[src/rtl/usb_fs_rx_sniffer.sv]
// Passive USB full-speed receiver: 4x oversampling DPLL, NRZI decode, SYNC detect,
// bit unstuffing, EOP/error detection and bus-reset indication.
`timescale 1ns/1ps
module usb_fs_rx_sniffer #(
   parameter int RESET_CYCLES   = 120,
   parameter int MIN_SYNC_ZEROS = 5
) (
   input  logic       clk48_host,
   input  logic       reset_n,
   input  logic       usb_d_p,
   input  logic       usb_d_n,
   output logic [1:0] line_state,
   output logic       rx_active,
   output logic [7:0] rx_data,
   output logic       rx_valid,
   output logic       rx_eop,
   output logic       rx_err,
   output logic       bus_reset
);
   localparam int RW = $clog2(RESET_CYCLES + 1);
   localparam int ZW = $clog2(MIN_SYNC_ZEROS + 1);
   localparam logic [RW-1:0] RST_MAX = RW'(RESET_CYCLES);
   localparam logic [ZW-1:0] ZMAX    = ZW'(MIN_SYNC_ZEROS);

   localparam logic [1:0] LS_SE0 = 2'd0;
   localparam logic [1:0] LS_J   = 2'd1;
   localparam logic [1:0] LS_K   = 2'd2;
   localparam logic [1:0] LS_SE1 = 2'd3;

   typedef enum logic [2:0] {
      S_IDLE, S_SYNC, S_DATA, S_EOP_WAIT, S_ABORT
   } state_t;

   state_t        state_q, state_d;
   logic          dp_meta_q, dp_meta_d, dp_sync_q, dp_sync_d;
   logic          dn_meta_q, dn_meta_d, dn_sync_q, dn_sync_d;
   logic [1:0]    ls_q, ls_d, ph_q, ph_d, prev_q, prev_d;
   logic [RW-1:0] se0_q, se0_d;
   logic [ZW-1:0] zeros_q, zeros_d;
   logic [2:0]    ones_q, ones_d, bitcnt_q, bitcnt_d, abort_j_q, abort_j_d;
   logic          abort_se0_q, abort_se0_d;
   logic [7:0]    shreg_q, shreg_d, data_q, data_d;
   logic          valid_q, valid_d, eop_q, eop_d, err_q, err_d, active_q, active_d;
   logic          samp, is_jk, bit_one;

   assign samp    = (ph_q == 2'd1);
   assign is_jk   = (ls_q == LS_J) || (ls_q == LS_K);
   assign bit_one = (ls_q == prev_q);

   // Front end: synchronizers, line state, DPLL phase, SE0 run length
   always_comb begin
      dp_meta_d = usb_d_p;
      dp_sync_d = dp_meta_q;
      dn_meta_d = usb_d_n;
      dn_sync_d = dn_meta_q;
      ls_d      = {dn_sync_q, dp_sync_q};
      ph_d      = (ls_d != ls_q) ? 2'd0 : ph_q + 2'd1;
      prev_d    = samp ? ls_q : prev_q;
      if (ls_q != LS_SE0)       se0_d = '0;
      else if (se0_q == RST_MAX) se0_d = se0_q;
      else                      se0_d = se0_q + 1'b1;
   end

   always_ff @(posedge clk48_host or negedge reset_n) begin
      if (!reset_n) begin
         dp_meta_q <= 1'b1;
         dp_sync_q <= 1'b1;
         dn_meta_q <= 1'b0;
         dn_sync_q <= 1'b0;
         ls_q      <= LS_J;
         ph_q      <= 2'd0;
         prev_q    <= LS_J;
         se0_q     <= '0;
      end else begin
         dp_meta_q <= dp_meta_d;
         dp_sync_q <= dp_sync_d;
         dn_meta_q <= dn_meta_d;
         dn_sync_q <= dn_sync_d;
         ls_q      <= ls_d;
         ph_q      <= ph_d;
         prev_q    <= prev_d;
         se0_q     <= se0_d;
      end
   end

   // FSM state register
   always_ff @(posedge clk48_host or negedge reset_n) begin
      if (!reset_n) state_q <= S_IDLE;
      else          state_q <= state_d;
   end

   // FSM next state
   always_comb begin
      state_d = state_q;
      if (samp) begin
         case (state_q)
            S_IDLE:     if (ls_q == LS_K) state_d = S_SYNC;
            S_SYNC: begin
               if (!is_jk)       state_d = S_IDLE;
               else if (bit_one) state_d = (zeros_q >= ZMAX) ? S_DATA : S_IDLE;
            end
            S_DATA: begin
               if (ls_q == LS_SE0)                state_d = S_EOP_WAIT;
               else if (ls_q == LS_SE1)           state_d = S_ABORT;
               else if (ones_q == 3'd6 && bit_one) state_d = S_ABORT;
            end
            S_EOP_WAIT: if (ls_q == LS_J) state_d = S_IDLE;
            S_ABORT:    if (ls_q == LS_J && (abort_se0_q || abort_j_q == 3'd7)) state_d = S_IDLE;
            default:    state_d = S_IDLE;
         endcase
      end
   end

   // FSM outputs and datapath next values
   always_comb begin
      zeros_d     = zeros_q;
      ones_d      = ones_q;
      bitcnt_d    = bitcnt_q;
      shreg_d     = shreg_q;
      data_d      = data_q;
      abort_se0_d = abort_se0_q;
      abort_j_d   = abort_j_q;
      valid_d     = 1'b0;
      eop_d       = 1'b0;
      err_d       = 1'b0;
      active_d    = (state_d == S_DATA);
      if (samp) begin
         case (state_q)
            S_IDLE: zeros_d = ZW'(1);
            S_SYNC: begin
               // SYNC's terminating 1 seeds the ones counter for stuffing
               ones_d   = 3'd1;
               bitcnt_d = 3'd0;
               if (is_jk && !bit_one && zeros_q != ZMAX) zeros_d = zeros_q + 1'b1;
            end
            S_DATA: begin
               abort_se0_d = 1'b0;
               abort_j_d   = 3'd0;
               if (ls_q == LS_SE0) begin
                  eop_d = (bitcnt_q == 3'd0);
                  err_d = (bitcnt_q != 3'd0);
               end else if (ls_q == LS_SE1) begin
                  err_d = 1'b1;
               end else if (ones_q == 3'd6) begin
                  if (bit_one) err_d  = 1'b1;
                  else         ones_d = 3'd0;
               end else begin
                  shreg_d  = {bit_one, shreg_q[7:1]};
                  ones_d   = bit_one ? ones_q + 3'd1 : 3'd0;
                  bitcnt_d = bitcnt_q + 3'd1;
                  if (bitcnt_q == 3'd7) begin
                     valid_d = 1'b1;
                     data_d  = {bit_one, shreg_q[7:1]};
                  end
               end
            end
            S_ABORT: begin
               if (ls_q == LS_SE0) begin
                  abort_se0_d = 1'b1;
                  abort_j_d   = 3'd0;
               end else if (ls_q == LS_J) begin
                  abort_j_d = abort_j_q + 3'd1;
               end else begin
                  abort_j_d = 3'd0;
               end
            end
            default: ;
         endcase
      end
   end

   always_ff @(posedge clk48_host or negedge reset_n) begin
      if (!reset_n) begin
         zeros_q     <= '0;
         ones_q      <= 3'd0;
         bitcnt_q    <= 3'd0;
         shreg_q     <= 8'h00;
         data_q      <= 8'h00;
         abort_se0_q <= 1'b0;
         abort_j_q   <= 3'd0;
         valid_q     <= 1'b0;
         eop_q       <= 1'b0;
         err_q       <= 1'b0;
         active_q    <= 1'b0;
      end else begin
         zeros_q     <= zeros_d;
         ones_q      <= ones_d;
         bitcnt_q    <= bitcnt_d;
         shreg_q     <= shreg_d;
         data_q      <= data_d;
         abort_se0_q <= abort_se0_d;
         abort_j_q   <= abort_j_d;
         valid_q     <= valid_d;
         eop_q       <= eop_d;
         err_q       <= err_d;
         active_q    <= active_d;
      end
   end

   assign line_state = ls_q;
   assign rx_active  = active_q;
   assign rx_data    = data_q;
   assign rx_valid   = valid_q;
   assign rx_eop     = eop_q;
   assign rx_err     = err_q;
   assign bus_reset  = (se0_q == RST_MAX);

endmodule
[config.mk]
export PLATFORM = sky130hd
export DESIGN_NAME = usb_fs_rx_sniffer
export DESIGN_NICKNAME = d
export VERILOG_FILES = /design/src/rtl/usb_fs_rx_sniffer.sv
export SDC_FILE = /design/constraint.sdc
export NUM_CORES = 1
export LEC_CHECK = 0
export CAP_MARGIN = 20
export CORE_UTILIZATION = 45
export DETAILED_ROUTE_END_ITERATION = 10
export PLACE_DENSITY = 0.66
export SKIP_LAST_GASP = 1
export SYNTH_ARGS = -nofsm -noshare
export SYNTH_HDL_FRONTEND = slang
export SYNTH_SLANG_ARGS = --single-unit
[constraint.sdc]
create_clock -name clk48_host -period 2.01 [get_ports clk48_host]
set_input_delay 0.603 -clock clk48_host [delete_from_list [all_inputs] [get_ports clk48_host]]
set_output_delay 0.603 -clock clk48_host [all_outputs]
set_load 0.1 [all_outputs]
==> impl_metrics.py <==
metrics = {
    "outcome": {
        "status": "finished clean",
    },
    "placement": {
        "dp_hpwl_um": 3050,
        "dp_cells": 323,
        "gp_congestion": 0.757,
        "io_buffers": 18,
    },
    "critical_path": {
        "cp_max_fo": 2,
        "start_kind": "register",
        "r2r_start": "line_state[0]",
        "critPathCaptureType": "output port",
        "worst-setup-path-type": "register to output port",
        "worstSetupStartpoint": "se0_q[0]",
        "cp.required_ns": 1.41,
        "crit_arrival_ns": 1.36,
    },
    "timing": {
        "grt_setup_unrepaired": "true",
        "fin_skew_ns": 0.00382,
        "slew_violations": 0,
        "hold_viol": 0,
        "setup_viol": 0,
        "tns_ns": 0,
        "period_minus_slack_ns": 1.96,
        "tightest_slew_ns": 0.353,
        "slew_headroom_pct": 76.3,
        "timing.fmax_ghz": 0.510,
        "timing.final.crit_share_pct": 97.6,
    },
    "grt": {
        "grt_pass1_vias": 1722,
        "overflow": 0,
        "antenna_found_initial": 0,
        "grt_pass1_wl_um": 7980,
        "grt_max_degree": 53,
        "grt_util_all_layers_pct": 17.0,
    },
    "floorplanning": {
        "start_util_pct": 47.9,
        "dieHeight_um": 76.7,
        "rows": 26,
        "die-area_sq_um": 5880,
        "die_w_um": 76.7,
        "core-area_sq_um": 5240,
        "pin_count": 19,
    },
    "logic_synthesis": {
        "synth_fp_nets": 247,
        "synth_seq_cells": 52,
        "ys_warn_count": 0,
        "avgSynthCellArea_sq_um": 11.1,
        "yosys.area_share.adder_pct": 7.98,
        "yosysTopAreaCellShare_pct": 47.9,
        "muxShareOfSynthArea_pct": 6.58,
        "synth_top_family_by_area": "simple AND/OR/NAND/NOR gates",
        "syn_inst": 227,
        "syn_area_sq_um": 2510,
        "synthTopCellsByArea": "dfrtp_1, ha_1, nand2_1, mux2_2, dfstp_2",
        "yosys.area.top_type": "dfrtp_1",
        "synth_cell_types": 45,
        "seq_area_frac_synth_pct": 52.1,
        "synth-compound-area-share_pct": 11.4,
        "synth_xor_area_share_pct": 3.49,
        "synthSimpleGateAreaFrac_pct": 15.7,
    },
    "finish": {
        "final_cells": 340,
        "antennaDiodeCount": 0,
        "final_cell_mix": "dfrtp_1, nand2_1, buf_4",
        "areaGrowthSynthToFinish_pct": 29.6,
        "drive_above_1_share_pct": 30.0,
        "multi_input_area_sq_um": 1200,
        "fin_nets": 289,
        "final_common_cell": "dfrtp_1",
        "num-fill-cells": 420,
        "seq_area_sq_um": 1310,
        "post-route-util_pct": 62.1,
    },
    "cts": {
        "root_buffer": "clkbuf_8",
        "cts_buffers": 5,
        "cts_max_path_buffers": 2,
        "h-tree-depth": 2,
        "cts_tree": "done",
        "clkTransAtPathRegs_ns": 0.09,
        "clkLatencyLatePin_ns": 0.31,
        "cts.sinks": 52,
    },
    "routing": {
        "vias": 1724,
        "drc": 0,
        "viasPerCell": 5.07,
        "firstDrtPassIters": 4,
        "wire_per_inst_um": 13.1,
        "drt-total-wl_um": 4460,
        "antenna_left": 0,
        "drt_iter0_markers": 114,
    },
    "power_and_ir_drop": {
        "vdd_drop_max_v": 0.000609,
        "p_leak_nw": 1.52,
        "power.total_w": 0.00298,
        "p_per_area_nw_per_um2": 916,
    },
    "flow_run": {
        "cap_violations": 0,
    },
    "hold_path": {
        "hp-class": "input port to asynchronous set/reset pin",
    },
}
[final cells by class]
cell class	count	share of cell area (%)
Clock buffer	5	2.12
Clock inverter	3	0.654
Inverter	13	1.58
Multi-Input combinational cell	157	37.1
Sequential cell	52	40.4
Tap cell	70	2.69
Timing Repair Buffer	40	15.5
[kinds of logic (layout without fill, tap and decap cells)]
kind of cell / after synthesis / in the layout
simple gates: 75 / 75
flops: 52 / 52
compound gates: 41 / 41
buf+inv: 18 / 61
fa+ha+maj: 16 / 16
mux: 15 / 15
xor+xnor: 10 / 10
[per-layer routing]
| metal | global-route usage, % | vias to the layer above | routed length (um) |
|---|---|---|---|
| li1 | - | 869 | - |
| met1 | 22.6 | 822 | 2200 |
| met2 | 27.0 | 25 | 2070 |
| met3 | 4.17 | 8 | 129 |
| met4 | 6.35 | 0 | 61 |
| met5 | 0 | - | 0 |
[report_power, final]
group / internal (W) / leakage [nW] / switching, W
combinational: 0.000470 / 0.801 / 0.000576
clock: 0.000247 / 0.0445 / 0.000348
sequential: 0.00119 / 0.678 / 0.000142
total: 0.00191 / 1.52 / 0.00107
[synthesized netlist by cell type, drive strengths merged]
library cell  instances
clkbuf                1
nor2                  9
nand4b                1
a221o                 1
a22o                  7
nand2                38
and2                  5
nor3                  4
nor3b                 1
nand2b                3
xor2                  3
nor4                  1
o211a                 1
o2bb2ai               1
xnor2                 7
o41ai                 1
nand4bb               2
nand4                 1
o21ai                11
mux2i                 3
or3b                  1
a211o                 1
a21bo                 1
ha                   16
nand3                 5
o22ai                 1
a21oi                 6
mux2                 12
nor2b                 1
a31oi                 2
dfrtp                48
buf                   4
dfstp                 4
a31o                  2
or3                   2
inv                  13
o22a                  1
nor4b                 1
o31ai                 2
a21boi                2
a211oi                1
[metrics by stage]
stage	hold WS [ns]	setup WS, ns	instance area [sq um]
floorplan	0.307	-0.143	2560
global placement	0.335	0.132	3060
detailed placement	0.347	0.0681	3060
CTS	0.276	-0.00754	3170
global route	0.288	-0.0316	3250
finish	0.265	0.0489	3250
[worst max-delay path: stages (launching register included)]
cell	delay [ns]
dfrtp_1	0.40
inv_2	0.08
ha_4	0.12
nand2_2	0.05
nor3_4	0.19
buf_12	0.21
[final timing paths]
check                          endpoint  slack (ns)  cells after the start
max                           bus_reset        0.05                      5
min                        abort_j_q[0]        0.26                      2
max reg2reg                  zeros_q[2]        0.12                      7
min in group clk48_host       dp_sync_q        0.36                      0
min reg2reg                   dp_sync_q        0.36                      0
max in group asynchronous     prev_q[0]        1.45                      2
[what timing repair did]
action	in CTS	in global routing
hold buffers	0	0
endpoints found under the setup margin	1	7
pin swaps	1	4
endpoints found under the hold margin	0	0
buffers inserted	3	6
resized for setup	1	6
[state kept, by name (all words and copies together) (netlist names), 3 cells and up]
signal,cells
ones_q,3
rx_data,8
abort_j_q,3
zeros_q,3
se0_q,7
shreg_q,7
state_q,3
bitcnt_q,3
Power figures use the tool's default switching activity.
